<file path="src/rtl/pmu_pwr_seq.sv">
// Shut-domain power sequencer on the always-on 32 kHz clock.
// Orders oscillator enable, clock-gate enable and reset release on power-up,
// and the reverse on power-down. All outputs come straight from flops.
module pmu_pwr_seq #(
    parameter int unsigned OSC_WAIT = 8,
    parameter int unsigned RST_HOLD = 4,
    parameter int unsigned DRAIN    = 4,
    parameter int unsigned CNT_W    = 8
) (
    input  logic       clk,
    input  logic       rst,
    input  logic       wake_req,
    input  logic       sleep_req,
    output logic       osc13m_en,
    output logic       clk_en,
    output logic       shut_rstn,
    output logic [2:0] pwr_state,
    output logic       busy,
    output logic       seq_done
);

    localparam logic [2:0] StOff    = 3'd0;
    localparam logic [2:0] StOscUp  = 3'd1;
    localparam logic [2:0] StClkOn  = 3'd2;
    localparam logic [2:0] StActive = 3'd3;
    localparam logic [2:0] StRstOn  = 3'd4;
    localparam logic [2:0] StClkOff = 3'd5;

    // Last count value of each timed state (dwell of N cycles ends at N-1).
    localparam logic [CNT_W-1:0] OscLast   = CNT_W'(OSC_WAIT - 1);
    localparam logic [CNT_W-1:0] HoldLast  = CNT_W'(RST_HOLD - 1);
    localparam logic [CNT_W-1:0] DrainLast = CNT_W'(DRAIN - 1);

    logic [2:0]       state_q, state_d;
    logic [CNT_W-1:0] cnt_q, cnt_d;
    logic             tgt_on_q, tgt_on_d;
    logic             timed;
    logic             osc_d, clk_en_d, shut_rstn_d, busy_d, seq_done_d;

    // Target power state; wake wins over a simultaneous sleep.
    always_comb begin
        tgt_on_d = tgt_on_q;
        if (sleep_req) tgt_on_d = 1'b0;
        if (wake_req)  tgt_on_d = 1'b1;
    end

    // Next-state logic; sequences run to completion, tgt_on only acted on in stable states.
    always_comb begin
        state_d = state_q;
        timed   = 1'b0;
        case (state_q)
            StOff: begin
                if (tgt_on_d) state_d = StOscUp;
            end
            StOscUp: begin
                timed = 1'b1;
                if (cnt_q == OscLast) state_d = StClkOn;
            end
            StClkOn: begin
                timed = 1'b1;
                if (cnt_q == HoldLast) state_d = StActive;
            end
            StActive: begin
                if (!tgt_on_d) state_d = StRstOn;
            end
            StRstOn: begin
                timed = 1'b1;
                if (cnt_q == DrainLast) state_d = StClkOff;
            end
            StClkOff: begin
                state_d = StOff;
            end
            default: begin
                state_d = StOff;
            end
        endcase
    end

    // Shared delay counter: cleared on any state change, counts only in timed states.
    always_comb begin
        cnt_d = cnt_q;
        if (state_d != state_q) begin
            cnt_d = '0;
        end else if (timed) begin
            cnt_d = cnt_q + CNT_W'(1);
        end
    end

    // Output values decoded from the next state so they land on the same edge as the state.
    always_comb begin
        osc_d       = 1'b0;
        clk_en_d    = 1'b0;
        shut_rstn_d = 1'b0;
        busy_d      = 1'b0;
        case (state_d)
            StOscUp:  begin osc_d = 1'b1; busy_d = 1'b1; end
            StClkOn:  begin osc_d = 1'b1; clk_en_d = 1'b1; busy_d = 1'b1; end
            StActive: begin osc_d = 1'b1; clk_en_d = 1'b1; shut_rstn_d = 1'b1; end
            StRstOn:  begin osc_d = 1'b1; clk_en_d = 1'b1; busy_d = 1'b1; end
            StClkOff: begin osc_d = 1'b1; busy_d = 1'b1; end
            default:  begin end
        endcase
        seq_done_d = (state_d != state_q) && ((state_d == StActive) || (state_d == StOff));
    end

    // State, counter, target and registered outputs; synchronous reset skips any power-down.
    always_ff @(posedge clk) begin
        if (rst) begin
            state_q   <= StOff;
            cnt_q     <= '0;
            tgt_on_q  <= 1'b0;
            osc13m_en <= 1'b0;
            clk_en    <= 1'b0;
            shut_rstn <= 1'b0;
            busy      <= 1'b0;
            seq_done  <= 1'b0;
        end else begin
            state_q   <= state_d;
            cnt_q     <= cnt_d;
            tgt_on_q  <= tgt_on_d;
            osc13m_en <= osc_d;
            clk_en    <= clk_en_d;
            shut_rstn <= shut_rstn_d;
            busy      <= busy_d;
            seq_done  <= seq_done_d;
        end
    end

    assign pwr_state = state_q;

endmodule

</file>
<file path="config.mk">
export PLATFORM = sky130hd
export DESIGN_NAME = pmu_pwr_seq
export DESIGN_NICKNAME = d
export VERILOG_FILES = /design/src/rtl/pmu_pwr_seq.sv
export SDC_FILE = /design/constraint.sdc
export NUM_CORES = 1
export LEC_CHECK = 0
export ABC_AREA = 1
export CORE_UTILIZATION = 43
export CTS_BUF_LIST = sky130_fd_sc_hd__clkbuf_8 sky130_fd_sc_hd__clkbuf_16
export CTS_CLUSTER_SIZE = 16
export DETAILED_ROUTE_END_ITERATION = 16
export GPL_TIMING_DRIVEN = 0
export HOLD_SLACK_MARGIN = 0.08
export PLACE_DENSITY = 0.74
export SLEW_MARGIN = 20
export SYNTH_ARGS = -nofsm -noshare
export SYNTH_HDL_FRONTEND = slang
export SYNTH_SLANG_ARGS = --single-unit
</file>
<file path="constraint.sdc">
create_clock -name clk -period 1.9 [get_ports clk]
set_input_delay 0.285 -clock clk [delete_from_list [all_inputs] [get_ports clk]]
set_output_delay 0.285 -clock clk [all_outputs]
set_load 0.005 [all_outputs]
</file>
==> impl_metrics.toml, run 1 <==
[finish]
drive_gt1_share_pct = 10.3
final_util_pct = 55.0
diodes = 0
fill_cells = 207
area_delta_synth_final_pct = 19.9
final_common_cell = "nand2_1"
nets = 143
seq_area_um2 = 340
most-common-layout-cells = "nand2_1 (23), nor2_1 (22), inv_1 (20)"
fin_area_um2 = 1080
multi_input_area_um2 = 480

[floorplanning]
core_um2 = 1960
core.rowCount = 16
dieArea_um2 = 2280
die_x_um = 47.7
die_y_um = 47.7
io_pins = 12
initial_core_util_pct = 45.9

[grt]
grt_start_max_net_pins = 10
grt_overflow = 0
grt_pass1_wl_um = 2590
first_global_vias = 661
grt_use_total_pct = 16.6
antenna_found_initial = 0

[timing]
finalWorstSetupSlack_ns = 0.287
min_period_over_period_pct = 84.9
tightest_slew_ns = 0.475
slew_violations = 0
max_freq_mhz = 620
maxSlewHeadroom_pct = 68.0
fin_crit_ns = 1.61
rsz0062_at_grt = "false"
finClkSkew_ns = 0.00762
setup_viol = 0
hold_viol_final = 0
setup_tns_ns = 0

[synthesis]
synth_area_per_cell_um2 = 7.37
syn_inst = 122
yosys_warnings = 0
synth_cell_type_count = 24
ys_ff_latch = 17
synth_nets = 128
syn-cell-area_um2 = 900
yosysSeqAreaShare_pct = 37.8

[route]
drc_errors = 0
first_iter_violations = 20
vias = 787
via_per_inst = 4.83
dr.pass1.iters = 4
finalWirelength_um = 1700
antenna_left = 0
avgRoutedWirePerCell_um = 10.4

[clock_network]
clk_pin_slew_ns = 0.07
cts.sinks = 17
cts_tree = "done"
hold_buffers = 0
ctsResizeCount = 0
cts_setup_buffers = 0
cts-root-buf = "clkbuf_8"
clock_latency_ns = 0.25
clockBufferDepth = 2
htreeDepth = 1
cts_buffers = 3

[pwr]
power_frac_clock_pct = 35.3
switching_power_w = 0.000186
intPower_w = 0.000556
combinationalPowerShare_pct = 14.3
switching_share_pct = 25.1
p_seq_share_pct = 50.4
powerDensity_nw_per_um2 = 689
irDropWorstVdd_uv = 348
p_leak_nw = 0.476

[setup_path]
cp.arrival_ns = 1.75
end_kind = "flop"
critPathRequiredTime_ns = 2.04
cp_max_fo = 8
start_kind = "flop"
crit_type = "reg -> reg"

[placed_design]
placed_area_um2 = 1030
post-place-ws_ns = 0.0476
io_buffers = 10
dpl.hpwl_um = 1280
place_congestion = 0.776

[hold_path]
hold_class = "in -> reg"

[run]
cap_violations = 0

[status]
status = "finished clean"
-- logic make-up (layout without fill, tap and decap cells) --
kind of cell	count (synthesis)	in the layout	synth area share (%)
compound gates	9	9	5.84
xor+xnor	7	7	6.82
fa+ha+maj	2	2	2.78
buf+inv	21	35	8.76
flops	17	17	37.8
mux	1	1	1.25
simple gates	65	65	36.7
-- flip-flops by register name, summed over array words and instances, names as in the netlist --
| register | count |
|---|---|
| shut_rstn | 1 |
| pwr_state | 3 |
| clk_en | 1 |
| cnt_q | 8 |
| seq_done | 1 |
| busy | 1 |
| osc13m_en | 1 |
| tgt_on_q | 1 |
-- area by class of cell --
| type | count | share of cell area [%] |
|---|---|---|
| Buffer | 1 | 0.348 |
| Inverter | 20 | 6.96 |
| Multi-Input combinational cell | 84 | 44.5 |
| Timing Repair Buffer | 10 | 9.28 |
| Clock buffer | 3 | 3.83 |
| Sequential cell | 17 | 31.6 |
| Tap cell | 27 | 3.13 |
| Clock inverter | 1 | 0.348 |
-- per-layer routing --
layer	global-route usage (%)	routed length [um]	part of all wire, %
met5	0	0	0
met1	18.1	731	43
met4	6.67	20	1.2
met2	30.3	875	51
met3	4.53	76	4.5
-- power groups by stage --
stage | registers [W] | clock network [W] | logic (W)
after floorplan | 0.000383 | 0 | 0.0000736
after global placement | 0.000382 | 0 | 0.000104
after detailed placement | 0.000383 | 0 | 0.000106
after CTS | 0.000375 | 0.000271 | 0.000107
after global routing | 0.000376 | 0.000287 | 0.000120
final | 0.000375 | 0.000262 | 0.000106
-- per-stage QoR --
stage / instances / hold WS (ns) / power (W)
floorplan: 122 / 0.439 / 0.000456
global placement: 159 / 0.457 / 0.000486
detailed placement: 159 / 0.462 / 0.000489
CTS: 163 / 0.376 / 0.000753
global route: 163 / 0.398 / 0.000783
finish: 163 / 0.389 / 0.000743
-- synthesized netlist by cell type --
master | count | area [um2]
nor2_2 | 1 | 6.26
mux2_2 | 1 | 11.3
nand2_4 | 1 | 11.3
nand3_2 | 2 | 20.0
xor2_1 | 6 | 52.6
nand4_4 | 1 | 21.3
nor2_1 | 22 | 82.6
clkbuf_1 | 1 | 3.75
nand2_1 | 23 | 86.3
nand4_1 | 4 | 25.0
inv_2 | 1 | 3.75
inv_1 | 19 | 71.3
nand2_2 | 1 | 6.26
nor2_4 | 1 | 11.3
o22ai_1 | 1 | 6.26
xnor2_1 | 1 | 8.76
ha_1 | 2 | 25.0
o21ai_0 | 2 | 10.0
nor2_8 | 1 | 20.0
a21oi_2 | 1 | 8.76
a21oi_1 | 4 | 20.0
dfxtp_1 | 17 | 340
nand3_1 | 8 | 40.0
a22oi_1 | 1 | 7.51
-- path summary, 6_finish.rpt --
| path | startpoint | to | slack, ns | depth (start not counted) |
|---|---|---|---|---|
| max reg2reg | cnt_q[1] | cnt_q[6] | 0.29 | 8 |
| min | rst | shut_rstn | 0.39 | 2 |
| max | cnt_q[1] | cnt_q[6] | 0.29 | 8 |
| min reg2reg | tgt_on_q | tgt_on_q | 0.47 | 2 |
-- critical path, cell delays in order (launching register included) --
cell	delay (ns)
dfxtp_1	0.38
ha_1	0.26
nand3_2	0.11
nor2_4	0.18
nor2_2	0.09
nor2_8	0.12
nand3_1	0.14
nand4_4	0.17
nor2_1	0.05
Power figures use the tool's default switching activity.
==> run 2: changes to the inputs <==
==> constraint.sdc (replaced) <==
create_clock -name clk -period 1.5 [get_ports clk]
set_input_delay 0.225 -clock clk [delete_from_list [all_inputs] [get_ports clk]]
set_output_delay 0.225 -clock clk [all_outputs]
set_load 0.005 [all_outputs]
==> impl_metrics.toml, run 2 (synthesis results as in run 1) <==
[clock_network]
cts_tree = "done"
cts.sinks = 17
cts-root-buf = "clkbuf_8"
clock_latency_ns = 0.25
clk_pin_slew_ns = 0.07
clockBufferDepth = 2
hold_buffers = 0
htreeDepth = 1
cts_buffers = 3

[pwr]
fin_total_pwr_w = 0.000967
powerDensity_nw_per_um2 = 800
p_seq_share_pct = 49.1
switching_share_pct = 26.0
power_frac_clock_pct = 34.5
p_leak_nw = 0.517
irDropWorstVdd_uv = 435
switching_power_w = 0.000251
combinationalPowerShare_pct = 16.4
intPower_w = 0.000715

[grt]
first_global_vias = 661
grt_pass1_wl_um = 2670
grt_overflow = 0
grt_start_max_net_pins = 10
grt_use_total_pct = 17.2
antenna_found_initial = 0

[floorplanning]
io_pins = 12
die_x_um = 47.7
core.rowCount = 16
die_y_um = 47.7
initial_core_util_pct = 45.9
dieArea_um2 = 2280
core_um2 = 1960

[status]
status = "finished clean"

[route]
vias = 810
via_per_inst = 4.82
dr.pass1.iters = 4
first_iter_violations = 16
antenna_left = 0
drc_errors = 0
avgRoutedWirePerCell_um = 11.2
finalWirelength_um = 1890

[timing]
finClkSkew_ns = 0.00840
rsz0062_at_grt = "true"
max_freq_mhz = 684
min_period_over_period_pct = 97.4
maxSlewHeadroom_pct = 78.4
fin_crit_ns = 1.46
finalWorstSetupSlack_ns = 0.0387
hold_viol_final = 0
tightest_slew_ns = 0.325
slew_violations = 0
setup_viol = 0

[placed_design]
place_congestion = 0.776
dpl.hpwl_um = 1280
io_buffers = 10
post-place-ws_ns = -0.292
placed_area_um2 = 1030

[hold_path]
hold_class = "in -> reg"

[finish]
fill_cells = 190
seq_area_um2 = 354
final_common_cell = "nor2_1"
most-common-layout-cells = "nor2_1 (21), inv_1 (20), nand2_1 (18)"
largest_reg_flops = 8
multi_input_area_um2 = 558
nets = 148
diodes = 0
fin_area_um2 = 1210
area_delta_synth_final_pct = 34.2
regMostFlops = "cnt_q"
drive_gt1_share_pct = 25.5

[setup_path]
critPathRequiredTime_ns = 1.69
end_kind = "flop"
start_kind = "flop"
crit_type = "reg -> reg"
cp.arrival_ns = 1.65
cp_max_fo = 8

[run]
cap_violations = 0
## run 2: cell type report
class	instances	area share (%)
multi-input cells	84	46.2
flip-flops and latches	17	29.3
repair buffers	15	11.4
inverters	20	6.22
clock buffers	3	3.42
well taps	27	2.80
clock inverters	1	0.311
plain buffers	1	0.311
## run 2: power groups by stage
| stage | logic [W] | registers, W | clock network, W |
|---|---|---|---|
| floorplan | 0.0000932 | 0.000485 | 0 |
| global placement | 0.000132 | 0.000484 | 0 |
| detailed placement | 0.000135 | 0.000485 | 0 |
| CTS | 0.000139 | 0.000477 | 0.000343 |
| global route | 0.000176 | 0.000477 | 0.000363 |
| finish | 0.000158 | 0.000475 | 0.000333 |
## run 2: per-layer routing
layer	track usage (%)	up-vias	part of all wire [%]
met4	6.67	0	0.69
met1	18.5	374	41
met3	4.53	2	2.2
met5	0	-	0
met2	31.6	11	56
li1	-	423	-
## run 2: final timing paths
kind                 start         to  slack, ns  cells after the start
setup / recovery  cnt_q[1]   cnt_q[4]       0.04                      9
hold / removal         rst  shut_rstn       0.31                      2
setup reg to reg  cnt_q[1]   cnt_q[4]       0.04                      9
hold reg to reg   tgt_on_q   tgt_on_q       0.48                      2
## run 2: metrics by stage
step	instances	TNS, ns	hold slack (ns)	utilization [%]
floorplan	122	0	0.379	-
global placement	159	-2.71	0.457	52.7
detailed placement	159	-3.13	0.462	52.7
CTS	164	0	0.316	56.6
global route	168	-0.497	0.329	61.5
finish	168	0	0.311	61.5
## run 2: critical path, cell delays in order (launching register included)
cell and delay (ns):
dfxtp_4 0.36, ha_4 0.16, nand3_4 0.08, nor2_4 0.17
nor2_4 0.07, nor2_8 0.12, nand2_4 0.08, nand2_4 0.07
nand4_4 0.15, nor2_1 0.13
## run 2: timing repair
item,4_1_cts,5_1_grt
endpoints found under the setup margin,11,11
endpoints found under the hold margin,0,0
pin swaps,2,2
cloned,0,0
gates resized for setup,8,19
setup buffers,1,4
